===== src/rtl/phoneme_playback_ctrl.sv =====
// Phoneme playback controller.
// On start, the controller looks up the start and end flash word addresses of the
// selected phoneme. It then fetches one 32-bit word at a time and plays the four
// bytes of each word, low byte first, at the audio tick rate. When the phoneme
// ends it pulses done.
//
// Handshakes:
//   - A flash read request is accepted in a cycle where flash_read=1 and
//     flash_waitrequest=0.
//   - flash_read and flash_addr stay stable while the flash is stalled.
//   - Read data is taken only from a cycle where flash_readdatavalid=1.
//   - flash_readdatavalid is ignored outside WAIT_DATA.
module phoneme_playback_ctrl #(
    parameter int CLK_FREQ_IN_HZ = 25000000,
    parameter int SAMPLE_RATE_HZ = 22000,
    parameter int ADDR_W         = 23
) (
    input  logic                  clk,
    input  logic                  reset,
    input  logic                  start,
    input  logic [7:0]            phoneme_select,
    output logic [7:0]            tbl_addr,
    input  logic [2*ADDR_W-1:0]   tbl_data,
    output logic                  flash_read,
    output logic [ADDR_W-1:0]     flash_addr,
    input  logic                  flash_waitrequest,
    input  logic [31:0]           flash_readdata,
    input  logic                  flash_readdatavalid,
    output logic [7:0]            audio_out,
    output logic                  audio_valid,
    output logic                  busy,
    output logic                  done,
    output logic [2:0]            dbg_state
);

    localparam int DIV   = CLK_FREQ_IN_HZ / SAMPLE_RATE_HZ;
    localparam int CNT_W = $clog2(DIV);

    typedef enum logic [2:0] {
        S_IDLE,
        S_LOOKUP,
        S_LATCH,
        S_FETCH,
        S_WAIT_DATA,
        S_PLAY,
        S_DONE
    } state_t;

    state_t              state_q, state_d;
    logic [CNT_W-1:0]    div_q;
    logic                tick;
    logic [7:0]          tbl_addr_q, tbl_addr_d;
    logic [ADDR_W-1:0]   cur_q, cur_d;
    logic [ADDR_W-1:0]   last_q, last_d;
    logic [31:0]         word_q, word_d;
    logic [1:0]          byte_idx_q, byte_idx_d;
    logic [7:0]          audio_q, audio_d;
    logic                audio_valid_q, audio_valid_d;

    assign tick = (div_q == CNT_W'(DIV - 1));

    // Free-running audio-rate divider; only reset restarts it, start does not.
    always_ff @(posedge clk) begin
        if (reset) begin
            div_q <= '0;
        end else if (tick) begin
            div_q <= '0;
        end else begin
            div_q <= div_q + CNT_W'(1);
        end
    end

    // State and datapath registers.
    always_ff @(posedge clk) begin
        if (reset) begin
            state_q       <= S_IDLE;
            tbl_addr_q    <= '0;
            cur_q         <= '0;
            last_q        <= '0;
            word_q        <= '0;
            byte_idx_q    <= '0;
            audio_q       <= '0;
            audio_valid_q <= 1'b0;
        end else begin
            state_q       <= state_d;
            tbl_addr_q    <= tbl_addr_d;
            cur_q         <= cur_d;
            last_q        <= last_d;
            word_q        <= word_d;
            byte_idx_q    <= byte_idx_d;
            audio_q       <= audio_d;
            audio_valid_q <= audio_valid_d;
        end
    end

    // Next-state logic: table lookup, one-word fetch, four-byte playback, done.
    always_comb begin
        state_d       = state_q;
        tbl_addr_d    = tbl_addr_q;
        cur_d         = cur_q;
        last_d        = last_q;
        word_d        = word_q;
        byte_idx_d    = byte_idx_q;
        audio_d       = audio_q;
        audio_valid_d = 1'b0;
        case (state_q)
            S_IDLE: begin
                if (start) begin
                    tbl_addr_d = phoneme_select;
                    state_d    = S_LOOKUP;
                end
            end
            S_LOOKUP: begin
                state_d = S_LATCH;
            end
            S_LATCH: begin
                cur_d  = tbl_data[ADDR_W-1:0];
                last_d = tbl_data[2*ADDR_W-1:ADDR_W];
                // An end address below the start address marks an empty phoneme.
                if (tbl_data[2*ADDR_W-1:ADDR_W] < tbl_data[ADDR_W-1:0]) begin
                    state_d = S_DONE;
                end else begin
                    state_d = S_FETCH;
                end
            end
            S_FETCH: begin
                if (!flash_waitrequest) begin
                    state_d = S_WAIT_DATA;
                end
            end
            S_WAIT_DATA: begin
                if (flash_readdatavalid) begin
                    word_d     = flash_readdata;
                    byte_idx_d = 2'd0;
                    state_d    = S_PLAY;
                end
            end
            S_PLAY: begin
                if (tick) begin
                    audio_d       = word_q[{byte_idx_q, 3'b000} +: 8];
                    audio_valid_d = 1'b1;
                    byte_idx_d    = byte_idx_q + 2'd1;
                    if (byte_idx_q == 2'd3) begin
                        if (cur_q == last_q) begin
                            state_d = S_DONE;
                        end else begin
                            cur_d   = cur_q + ADDR_W'(1);
                            state_d = S_FETCH;
                        end
                    end
                end
            end
            S_DONE: begin
                audio_d = 8'd0;
                state_d = S_IDLE;
            end
            default: begin
                state_d = S_IDLE;
            end
        endcase
    end

    assign tbl_addr    = tbl_addr_q;
    assign flash_read  = (state_q == S_FETCH);
    assign flash_addr  = cur_q;
    assign audio_out   = audio_q;
    assign audio_valid = audio_valid_q;
    assign busy        = (state_q != S_IDLE);
    assign done        = (state_q == S_DONE);
    assign dbg_state   = state_q;

endmodule


===== config.mk =====
export PLATFORM = sky130hd
export DESIGN_NAME = phoneme_playback_ctrl
export DESIGN_NICKNAME = d
export VERILOG_FILES = /design/src/rtl/phoneme_playback_ctrl.sv
export SDC_FILE = /design/constraint.sdc
export NUM_CORES = 1
export LEC_CHECK = 0
export CAP_MARGIN = 30
export CORE_MARGIN = 2
export CORE_UTILIZATION = 54
export DETAILED_ROUTE_END_ITERATION = 12
export PLACE_DENSITY = 0.86
export SYNTH_ARGS = -nofsm -noshare
export SYNTH_HDL_FRONTEND = slang
export SYNTH_SLANG_ARGS = --single-unit

===== constraint.sdc =====
create_clock -name clk -period 3.1 [get_ports clk]
set_clock_uncertainty 0.2 [all_clocks]
set_input_delay 0.62 -clock clk [delete_from_list [all_inputs] [get_ports clk]]
set_output_delay 0.62 -clock clk [all_outputs]
set_load 0.1 [all_outputs]

==> flow_summary.json <==
{
  "final.setup.tns_ns": 0,
  "clkSinkCount": 111,
  "critPathMaxFanout": 2,
  "leakage_nw": 2.787,
  "cts_resized": 0,
  "crit_family": "buffers and inverters",
  "numCtsBuffers": 9,
  "die_y_um": 107.5,
  "synth_seq_area_share_pct": 38.41,
  "hold_path_class": "flop to flop",
  "seqPwrFrac_pct": 33.6,
  "vdd_drop_max_v": 0.0007894,
  "wl_per_cell_um": 16.55,
  "relSlewSlack_pct": 42.43,
  "max_freq_mhz": 372.7,
  "dieArea_mm2": 0.01156,
  "critical_path_arrival_ns": 2.80,
  "met2_length_um": 7893,
  "power_density_mw_per_mm2": 793.7,
  "finalMaxSlewViolations": 0,
  "top_layer": "met4",
  "rr_endpoint": "flash_addr[16]",
  "num-nets-final": 962,
  "syn_area_mm2": 0.005786,
  "post-place-cells": 971,
  "track_usage_pct": 28.57,
  "worst_path_largest_cell_delay_ns": 0.50,
  "clk_path_buf_depth": 2,
  "vias_per_cell": 5.852,
  "final_cells": 987,
  "core_mm2": 0.01037,
  "start_util_pct": 55.79,
  "min_from": "div_q[0]",
  "ys_seq_elements": 111,
  "place_ws_ns": 0.04182,
  "ios": 137,
  "syn_inst": 729,
  "grt_pass1_vias": 5531,
  "endpoint_kind": "flop",
  "layout_worst_path_cycle_share_pct": 86.55,
  "die_x_um": 107.5,
  "clk_pin_slew_ns": 0.11,
  "grt_max_degree": 81,
  "cp_num_cells": 10,
  "clock_latency_ns": 0.39,
  "grt-ovfl-total": 0,
  "setup.worst_path.class": "input pin to flop",
  "p_comb_share_pct": 51.0,
  "diodes": 0,
  "cts_setup_buffers": 0,
  "detail-route-antenna-nets": 0,
  "antenna_found_initial": 0,
  "cp_slowest_cell": "clkdlybuf4s50_1",
  "switching_power_mw": 2.984,
  "min_period_ns": 2.683,
  "rsz0062_at_grt": "false",
  "synth.distinct_cells": 56,
  "hpwl_um": 11890,
  "utilization_pct": 70.61,
  "wl_met1_um": 6684,
  "whs_path_depth": 1,
  "cp_cell_sequence": "clkdlybuf4s50_1 -> inv_1 -> ha_1 -> nand4_1 -> nor4_1 -> buf_4 -> nand4_1 -> a21oi_1 -> o2111ai_1 -> a21oi_1",
  "gp_congestion": 0.9496,
  "status": "finished, final reports clean",
  "met3_length_um": 1226,
  "p_sw_share_pct": 51.34,
  "worstPathRequired_ns": 3.21,
  "worstRegToRegCells": 8,
  "htreeDepth": 3,
  "reg2reg_from": "div_q[0]",
  "drt_iter0_markers": 429,
  "internal_power_mw": 2.828,
  "grt_pass1_wl_um": 26280,
  "hold_viol": 0,
  "fp-row-count": 37,
  "drive_above_1_share_pct": 11.99,
  "hold_buffers": 0,
  "cts-root-buf": "clkbuf_8",
  "drt-total-wl_um": 16330,
  "cts_tree": "yes",
  "reg2reg_setup_slack_ns": 0.48,
  "drt-pass1-iter-count": 5,
  "tightestPinTransition_ns": 0.8636,
  "fin_ws_ns": 0.4169,
  "synth.avg_cell_area_um2": 7.936,
  "vias": 5776,
  "maxCapViolCount": 0,
  "hold_path_end": "div_q[0]",
  "pwr-share-clk_pct": 15.4,
  "syn_nets": 845,
  "cp_num_buf_inv": 3,
  "area_growth_pct": 26.56,
  "drc": 0,
  "ys.warnings.count": 0,
  "portBuffers": 136,
  "start_kind": "input pin",
  "setup_viol": 0
}
==> final cells by class <==
cell class                 instances  area, um^2
tap                              136       170.2
timing repair buffer             153        1375
inverter                          29       108.9
multi-input combinational        542        3238
fill                             840        3048
clock inverter                     7       83.83
clock buffer                       9       123.9
sequential                       111        2222
==> logic make-up after synthesis <==
logic type      share of synthesized area [%]
xor+xnor                                4.974
buf+inv                                 5.666
flops                                   38.41
mux                                     3.482
compound gates                          18.40
fa+ha+maj                               5.407
simple gates                            23.66
==> layer usage <==
layer  track usage (%)  up-vias
met5                 0        -
met4             12.55        0
met3             4.056       41
met2             48.11      299
met1             36.40     2679
li1                  -     2757
==> sequential cells by signal, indices dropped and copies added (netlist names) <==
| signal | count |
|---|---|
| last_q | 23 |
| byte_idx_q | 2 |
| audio_valid | 1 |
| div_q | 11 |
| flash_addr | 23 |
| tbl_addr | 8 |
| word_q | 32 |
| audio_out | 8 |
| dbg_state | 3 |
==> cell usage after synthesis, drive strengths merged <==
library cell  instances  share of area, %
a221o                 1              0.17
mux2i                 1              0.17
dfxtp               111                38
nor2b                 3              0.32
and2                  7              0.76
a211oi                8               1.0
and3                 10               1.1
nand4                13               1.4
or3                   3              0.32
mux4                  8               3.1
a2111oi               1              0.26
a31oi                 5              0.65
buf                  16               1.8
nand2               162                11
a311oi                1              0.26
and4bb                1              0.22
nand2b               11               1.2
a41o                  1              0.19
and4                  5              0.76
a31o                  1              0.30
xnor2                19               3.0
nand3                24               2.1
clkbuf               31               2.0
nand3b                1              0.13
nor2                 34               2.2
inv                  29               1.9
o2111ai               1              0.15
o41ai                 2              0.30
a221oi                3              0.56
a21o                  2              0.26
a21oi               110               9.5
a22oi                 3              0.39
ha                   25               5.4
xor2                 13               2.0
nor3                 15               1.3
o32ai                10               1.5
o21ai                22               2.0
mux2                  1              0.19
o22ai                 3              0.32
nor4                  5              0.91
nor3b                 3              0.39
o21a                  3              0.39
a22o                  1              0.15
==> worst max path at each step <==
stage                      start      endpoint  slack, ns
finish              tbl_data[22]  dbg_state[0]       0.42
detailed placement  tbl_data[22]  dbg_state[0]       0.04
global route        tbl_data[22]  dbg_state[0]       0.27
floorplan           dbg_state[1]          done       0.08
global placement    tbl_data[22]  dbg_state[0]       0.13
CTS                 tbl_data[22]  dbg_state[0]       0.45
==> worst reg2reg max path, cell delays in order (launching register included) <==
cell	delay (ns)
dfxtp_1	0.37
ha_1	0.18
and3_1	0.25
a41o_2	0.25
o21ai_2	0.08
a31oi_2	0.62
buf_6	0.25
a21oi_1	0.09
a311oi_2	0.25
==> cells in the final DEF (no fill, tap or decap), types with 15 or more instances in the layout <==
cell and n:
xnor2_1 18, nand3_1 24, clkdlybuf4s50_1 89, nor3_1 15
a21oi_1 110, nor2_1 32, ha_1 25, dfxtp_1 111
nand2_1 161, buf_4 63, inv_1 29, o21ai_0 17
==> through the flow <==
| stage | hold WS, ns | power (mW) | cell area [um^2] |
|---|---|---|---|
| after detailed placement | 0.2425 | 4.924 | 7114 |
| after floorplan | 0.2132 | 4.197 | 5788 |
| after CTS | 0.2582 | 5.812 | 7322 |
| after global placement | 0.2232 | 4.831 | 7103 |
| final | 0.2588 | 5.811 | 7322 |
| after global routing | 0.2826 | 6.079 | 7322 |
==> power groups by stage <==
| stage | clock network, mW | registers, mW | logic [mW] |
|---|---|---|---|
| global route | 0.970 | 1.98 | 3.12 |
| global placement | 0 | 1.96 | 2.87 |
| floorplan | 0 | 2.84 | 1.35 |
| CTS | 0.913 | 1.94 | 2.96 |
| finish | 0.895 | 1.95 | 2.96 |
| detailed placement | 0 | 1.98 | 2.95 |
Note: power is estimated with default switching activity, not from simulation.
